`config.mk`:
```
export PLATFORM = sky130hd
export DESIGN_NAME = counting_sched
export DESIGN_NICKNAME = d
export VERILOG_FILES = /design/src/rtl/counting_pkg.sv /design/src/rtl/counting_det.sv /design/src/rtl/counting_sched.sv
export SDC_FILE = /design/constraint.sdc
export NUM_CORES = 1
export LEC_CHECK = 0
export CORE_MARGIN = 2
export CORE_UTILIZATION = 46
export CTS_CLUSTER_SIZE = 20
export DETAILED_ROUTE_END_ITERATION = 12
export PLACE_DENSITY_LB_ADDON = 0.25
export SYNTH_ARGS = -nofsm -noshare
export SYNTH_HDL_FRONTEND = slang
export SYNTH_HIERARCHICAL = 1
export SYNTH_SLANG_ARGS = --single-unit
```
`constraint.sdc`:
```
create_clock -name clk -period 5.5 [get_ports clk]
set_clock_uncertainty 0.2 [all_clocks]
set_input_delay 1.1 -clock clk [delete_from_list [all_inputs] [get_ports clk]]
set_output_delay 1.1 -clock clk [all_outputs]
set_load 0.05 [all_outputs]
```
`src/rtl/counting_pkg.sv`:
```
// Shared encodings for the frame scheduler and its sequence detector.
package counting_pkg;

    typedef enum logic [1:0] {D0 = 2'd0, D1 = 2'd1, D2 = 2'd2, D3 = 2'd3} det_state_t;

    typedef enum logic [1:0] {IDLE = 2'd0, RUN = 2'd1, REPORT = 2'd2} sched_state_t;

    localparam logic [1:0] SYM_01 = 2'b01;
    localparam logic [1:0] SYM_10 = 2'b10;
    localparam logic [1:0] SYM_11 = 2'b11;

endpackage

```
`src/rtl/counting_det.sv`:
```
// Four-state 2-bit symbol sequence detector; match flags the D2->D3 step.
module counting_det
    import counting_pkg::*;
(
    input  logic       clk,
    input  logic       rst,
    input  logic       clr,
    input  logic       adv,
    input  logic [1:0] sym,
    output logic [1:0] state,
    output logic       match
);

    det_state_t st, st_nxt;

    always_comb begin
        st_nxt = st;
        if (adv) begin
            case (st)
                D0: st_nxt = (sym == SYM_01) ? D1 : D0;
                D1: st_nxt = (sym == SYM_01) ? D1 : (sym == SYM_10) ? D2 : D0;
                D2: st_nxt = (sym == SYM_01) ? D1 : (sym == SYM_10) ? D2 :
                             (sym == SYM_11) ? D3 : D0;
                D3: st_nxt = (sym == SYM_01) ? D1 : (sym == SYM_10) ? D0 : D3;
                default: st_nxt = D0;
            endcase
        end
    end

    always_ff @(posedge clk) begin
        if (rst || clr) st <= D0;
        else            st <= st_nxt;
    end

    assign state = st;
    assign match = adv && (st == D2) && (sym == SYM_11);

endmodule

```
`src/rtl/counting_sched.sv`:
```
// Frame-level round-robin scheduler sharing one sequence detector between two
// requesters; reports per-frame match count and final detect status.
module counting_sched
    import counting_pkg::*;
#(
    parameter int CNT_W = 8
) (
    input  logic             clk,
    input  logic             rst,
    input  logic             req0_valid,
    input  logic [1:0]       req0_sym,
    input  logic             req0_last,
    output logic             req0_ready,
    input  logic             req1_valid,
    input  logic [1:0]       req1_sym,
    input  logic             req1_last,
    output logic             req1_ready,
    output logic             res_valid,
    output logic             res_src,
    output logic [CNT_W-1:0] res_count,
    output logic             res_hold,
    output logic             busy
);

    sched_state_t     st, st_nxt;
    logic             owner, owner_nxt, last_srv;
    logic [1:0]       vld, rdy;
    logic             own_vld, own_last, accept, match;
    logic [1:0]       own_sym, det_st;
    logic [CNT_W-1:0] cnt, cnt_q;
    logic             src_q, hold_q;

    assign vld      = {req1_valid, req0_valid};
    assign own_vld  = owner ? req1_valid : req0_valid;
    assign own_sym  = owner ? req1_sym   : req0_sym;
    assign own_last = owner ? req1_last  : req0_last;
    assign accept   = (st == RUN) && own_vld && rdy[owner];

    always_comb begin
        st_nxt    = st;
        owner_nxt = owner;
        case (st)
            IDLE: if (|vld) begin
                st_nxt    = RUN;
                // on a tie, the requester not served last wins
                owner_nxt = (&vld) ? ~last_srv : vld[1];
            end
            RUN:     if (accept && own_last) st_nxt = REPORT;
            REPORT:  st_nxt = IDLE;
            default: st_nxt = IDLE;
        endcase
    end

    always_ff @(posedge clk) begin
        if (rst) begin
            st       <= IDLE;
            owner    <= 1'b0;
            last_srv <= 1'b1;
            rdy      <= 2'b00;
            cnt      <= '0;
            cnt_q    <= '0;
            src_q    <= 1'b0;
            hold_q   <= 1'b0;
        end else begin
            st    <= st_nxt;
            owner <= owner_nxt;
            // ready comes from next state/owner only, never from valid
            rdy   <= (st_nxt == RUN) ? (owner_nxt ? 2'b10 : 2'b01) : 2'b00;
            if (st == IDLE)
                cnt <= '0;
            else if (match && (cnt != {CNT_W{1'b1}}))
                cnt <= cnt + CNT_W'(1);
            if (st == REPORT) begin
                last_srv <= owner;
                src_q    <= owner;
                cnt_q    <= cnt;
                hold_q   <= (det_st == D3);
            end
        end
    end

    counting_det u_det (
        .clk   (clk),
        .rst   (rst),
        .clr   (st == IDLE),
        .adv   (accept),
        .sym   (own_sym),
        .state (det_st),
        .match (match)
    );

    // live values during REPORT, held copies afterwards
    assign res_valid  = (st == REPORT);
    assign res_src    = (st == REPORT) ? owner : src_q;
    assign res_count  = (st == REPORT) ? cnt : cnt_q;
    assign res_hold   = (st == REPORT) ? (det_st == D3) : hold_q;
    assign busy       = (st != IDLE);
    assign req0_ready = rdy[0];
    assign req1_ready = rdy[1];

endmodule

```
## Word level (Yosys, flattened, before mapping)

Index checks and enable logic that the tools add are counted.

- Output and inout port bits: 14
- Flip-flop bits (word level): 26
- Word-level logic and storage cells: 61

- Equal/unequal tests: 10
- Mux-type cells: 24
- Add/subtract/negate cells: 1
- Reduce and logical (&&, ||, !) cells: 14
- Magnitude comparators: 1
- Bitwise gates (word level): 2

Operators by type and width:

| cell | count |
|---|---|
| $mux W2 | 11 |
| $eq A2 B2 Y1 const B | 5 |
| $mux W1 | 10 |
| $add A8 B1 Y8 const B | 1 |
| $eq A2 B1 Y1 const B | 4 |
| $mux W8 | 1 |
| $ne A8 B8 Y1 const B | 1 |
| $pmux W2 S4 | 1 |
| $logic_and A1 B1 Y1 | 6 |
| $reduce_or A2 Y1 | 3 |
| $logic_not A2 Y1 | 2 |
| $pmux W2 S2 | 1 |
| $lt A1 B2 Y1 const B | 1 |
| $not A1 Y1 | 2 |
| $reduce_and A2 Y1 | 1 |
| $reduce_bool A2 Y1 | 1 |
| $logic_or A1 B1 Y1 | 1 |

## Depth between registers and ports, before layout

- Depth in word-level cells: 9
- Depth in mapped cells: 9

## By module

Netlist, hierarchy kept.

Modules (own cells, without submodules):

| module | area each (um^2) | times used | cells an instance | seq. area each (um^2) |
|---|---|---|---|---|
| counting_sched | 1061.0 | 1 | 129 | 480.5 |
| counting_det | 195.2 | 1 | 22 | 40.0 |

## Worst setup path before layout

Ideal clock, no wire load.

- Kind: input-to-reg
- Start point: in req0_valid
- End point: reg cnt[7]
- Data required time: 5.230 ns
- Arrival: 2.733 ns
- Slack: 2.497 ns
- Cell stages on the path: 8
- Path through: nand2_1 > nor2_1 > a31oi_1 > nor3b_1 > and4b_2 > o21ai_2 > or4_1 > a21oi_1

- Word-level cells in the longest chain between the ends: 6

Ends and longest elaborated chain:

| item | line | source |
|---|---|---|
| from (decl) | counting_sched.sv:10 | `input logic req0_valid,` |
| $mux W1 | counting_sched.sv:34 | `assign own_vld = owner ? req1_valid : req0_valid;` |
| $logic_and A1 B1 Y1 (2 in series) | counting_sched.sv:37 | `assign accept = (st == RUN) && own_vld && rdy[owner];` |
| via accept | counting_sched.sv:28 | `logic own_vld, own_last, accept, match;` |
| $logic_and A1 B1 Y1 (2 in series) | counting_det.sv:36 | `assign match = adv && (st == D2) && (sym == SYM_11);` |
| via match | counting_sched.sv:28 |  |
| $logic_and A1 B1 Y1 | counting_sched.sv:71 | `else if (match && (cnt != {CNT_W{1'b1}}))` |
| to (signal assigned) | counting_sched.sv:72 | `cnt <= cnt + CNT_W'(1);` |
| to (decl) | counting_sched.sv:30 | `logic [CNT_W-1:0] cnt, cnt_q;` |

The timed path passes the listed nets, and every way through them passes these cells.
A chain may end at the register's enable or synchronous reset.

## Final worst setup path

- Start point: reg st[0]
- End point: out res_hold

- Word-level cells in the longest chain between the ends: 2

Ends and longest elaborated chain:

| item | line | source |
|---|---|---|
| from (decl) | counting_sched.sv:25 | `sched_state_t st, st_nxt;` |
| from (signal assigned) | counting_sched.sv:65 | `st <= st_nxt;` |
| $eq A2 B2 Y1 | counting_sched.sv:96 | `assign res_hold = (st == REPORT) ? (det_st == D3) : hold_q;` |
| $mux W1 | -- |  |
| to (decl) | counting_sched.sv:21 | `output logic res_hold,` |

No other way between the ends.

==> reports/qor.yml <==
min_path_type: "register to register"
synth_top_family_by_area: "simple AND/OR/NAND/NOR gates"
netlist_area_um2: 1260
cp_slowest_cell: "clkdlybuf4s50_1"
io_buffers: 23
cts_tree: "built"
worstPathMaxFanout: 13
dr.pass1.iters: 4
synthDominantCellAreaShare_pct: 41.4
routed_wl_um: 2660
slew_headroom_pct: 57.8
postSynthAreaPerCell_um2: 8.32
fin_crit_sh_pct: 66.0
fin_crit_ps: 3630
rows: 18
nNetsFinal: 190
synth_top_area_cell: "dfxtp_1"
ys_seq_area_share_pct: 41.4
antenna_found_initial: 0
synth_fa_ha_area_share_pct: 5.98
wl_per_cell_um: 13.1
rsz0062_at_grt: "no"
die_h_um: 56.3
diodes: 0
ios: 24
leakagePower_nw: 0.593
ant_nets: 0
grt_pass1_wl_um: 4730
yosys.area_share.xor_xnor_pct: 1.39
nFillCells: 235
viasPerCell: 5.61
regToRegStartpoint: "owner$_SDFF_PP0_"
irDropWorstVdd_uv: 143
crit_arrival_ps: 2330
grt_usage_pct: 18.2
clock_path_buffers: 2
use_met2_pct: 33.9
holdBufCountCts: 0
start_util_pct: 49.8
grt.overflow.total: 0
ys.flop_type: "dfxtp_1"
coreArea_um2: 2520
required_ps: 4200
met1_usage_pct: 20.8
total_power_uw: 360
synth_compound_area_share_pct: 13.8
die-area_um2: 3160
synth_area_leaders: "dfxtp_1 (41%), nand2_1 (9.9%), ha_1 (6.0%), nor2b_1 (5.0%), o21ai_0 (3.6%)"
max_freq_mhz: 275
async_reset_ff_share_pct: 0
power.density_nw_per_um2: 232
regArea_um2: 520
status: "complete, no violations"
tightest_slew_ps: 630
drc: 0
critPathMaxStageDelay_ps: 790
path_class: "register to primary output"
holdCritStartpoint: "hold_q$_SDFF_PP0_"
cts_made_buffers: 3
multiInputGateArea_um2: 684
cts_root_buf: "clkbuf_4"
maxSlewViolCount: 0
clk_pin_slew_ps: 140
yosys.area_share.simple_pct: 31.5
hpwl_um: 2020
busiest_layer: "met2"
drtIter0Drc: 16
synthTopCellsByCount: "nand2_1 (33), dfxtp_1 (26), nor2b_1 (10), o21ai_0 (9)"
ff2ff_path_depth: 6
syn-num-nets: 167
syn_inst: 151
gp_congestion: 0.784
syn_to_final_growth_pct: 23.2
cts_setup_buffers: 0
vias: 1138
fin_tns_setup_ps: 0
ys_ff_latch: 26
maxCapViolations: 0
cp-end-kind: "primary output"
critical_path.cell_chain: "nand2b_1 -> inv_2 -> nand3_1 -> nand2_1 -> clkdlybuf4s50_1"
synth-edff-count: 0
clock_latency_ps: 310
cts_sinks: 26
grt_max_degree: 19
synth.most_common_cell: "nand2_1"
finalSetupViolCount: 0
r2r_slack_ps: 2920
drive_above_1_share_pct: 6.94
startpoint_type: "register"
yosysWarnings: 6
cts_resized: 0
synth.area.mux_share_pct: 1.79
worstSetupStartpoint: "st[0]$_SDFF_PP0_"
hold_viol: 0
r2r-end: "cnt[7]$_SDFFE_PP0P_"
fp.dieW_um: 56.3
endpoint: "res_hold"
grtUsageMet3_pct: 4.15
grt_pass1_vias: 1164
synth_cell_types: 36
htreeDepth: 1
==> state kept, by name (all words and copies together) (netlist names) <==
name and count:
src_q 1, owner 1, cnt_q 8, hold_q 1
u_det/state 2, last_srv 1, cnt 8, st 2
rdy 2
==> final cells by class <==
cell class | instances | share of cell area, %
Clock buffer | 3 | 1.46
Clock inverter | 1 | 1.94
Inverter | 6 | 1.46
Multi-Input combinational cell | 114 | 44.2
Sequential cell | 26 | 33.6
Tap cell | 30 | 2.43
Timing Repair Buffer | 23 | 14.9
==> through the flow <==
step | instances | hold WS (ps) | setup WS [ps] | util (%) | instance area (um2)
3_5_place_dp | 199 | 255 | 1700 | 59.3 | 1500
6_report | 203 | 269 | 1870 | 61.4 | 1550
5_1_grt | 203 | 291 | 1700 | 61.4 | 1550
3_3_place_gp | 199 | 249 | 1830 | 59.3 | 1500
4_1_cts | 203 | 274 | 1850 | 61.4 | 1550
2_1_floorplan | 151 | 237 | 2500 | - | 1260
==> power breakdown <==
group | leakage (nW) | internal [mW] | switching (mW)
clock network | 0.0279 | 0.0736 | 0.0561
logic | 0.354 | 0.0156 | 0.0204
registers | 0.210 | 0.191 | 0.00305
total | 0.593 | 0.280 | 0.0796
==> kinds of logic (layout without fill, tap and decap cells) <==
logic type	Yosys count	after routing
flip-flops	26	26
adder cells (fa/ha/maj)	6	6
XOR/XNOR	2	2
AND/OR/NAND/NOR	76	76
multiplexers	2	2
buffers and inverters	11	33
AO/OA/AOI/OAI	28	28
==> worst max-delay path, delay by kind of cell (launching register included) <==
kind                   cells  cell delay (ps)
flip-flops                 1              370
buffers and inverters      2             1060
AND/OR/NAND/NOR            3              570
==> worst min-delay path by stage <==
stage	cells past startpoint	slack [ps]	end
after detailed placement	2	260	hold_q$_SDFF_PP0_
after global placement	2	250	hold_q$_SDFF_PP0_
after global routing	2	290	hold_q$_SDFF_PP0_
after CTS	2	270	hold_q$_SDFF_PP0_
final	2	270	hold_q$_SDFF_PP0_
after floorplan	2	240	last_srv$_SDFFE_PP1P_
==> per-layer routing <==
layer / wire (um) / part of all wire, %
met1: 1130 / 43
met5: 0 / 0
met3: 128 / 4.8
met4: 30 / 1.1
met2: 1370 / 51
==> placed cells by master (no fill, tap or decap) <==
cell type / netlist / routed
nor3_1: 2 / 2
o31ai_1: 2 / 2
a2111o_1: 1 / 1
clkdlybuf4s50_1: 0 / 23
nor4_1: 1 / 1
a31oi_1: 4 / 4
mux2_2: 2 / 2
ha_1: 6 / 6
nand2_1: 33 / 33
a41oi_1: 2 / 2
a311oi_1: 1 / 1
o21ai_2: 1 / 1
o21ai_0: 9 / 9
dfxtp_1: 26 / 26
and4b_2: 1 / 1
inv_1: 5 / 5
nand2b_1: 1 / 1
inv_2: 1 / 1
a21oi_1: 7 / 7
or2_0: 1 / 1
nand4_1: 4 / 4
nor2_1: 7 / 7
bufinv_16: 0 / 1
xnor2_1: 1 / 1
clkbuf_4: 0 / 3
nand3_1: 5 / 5
or3_1: 2 / 2
a21boi_0: 1 / 1
nand3_2: 2 / 2
or4_1: 2 / 2
and3b_1: 1 / 1
nor4bb_1: 1 / 1
nor3b_1: 2 / 2
nor2b_1: 10 / 10
xor2_1: 1 / 1
and3_4: 1 / 1
(Power assumes the default switching activity.)
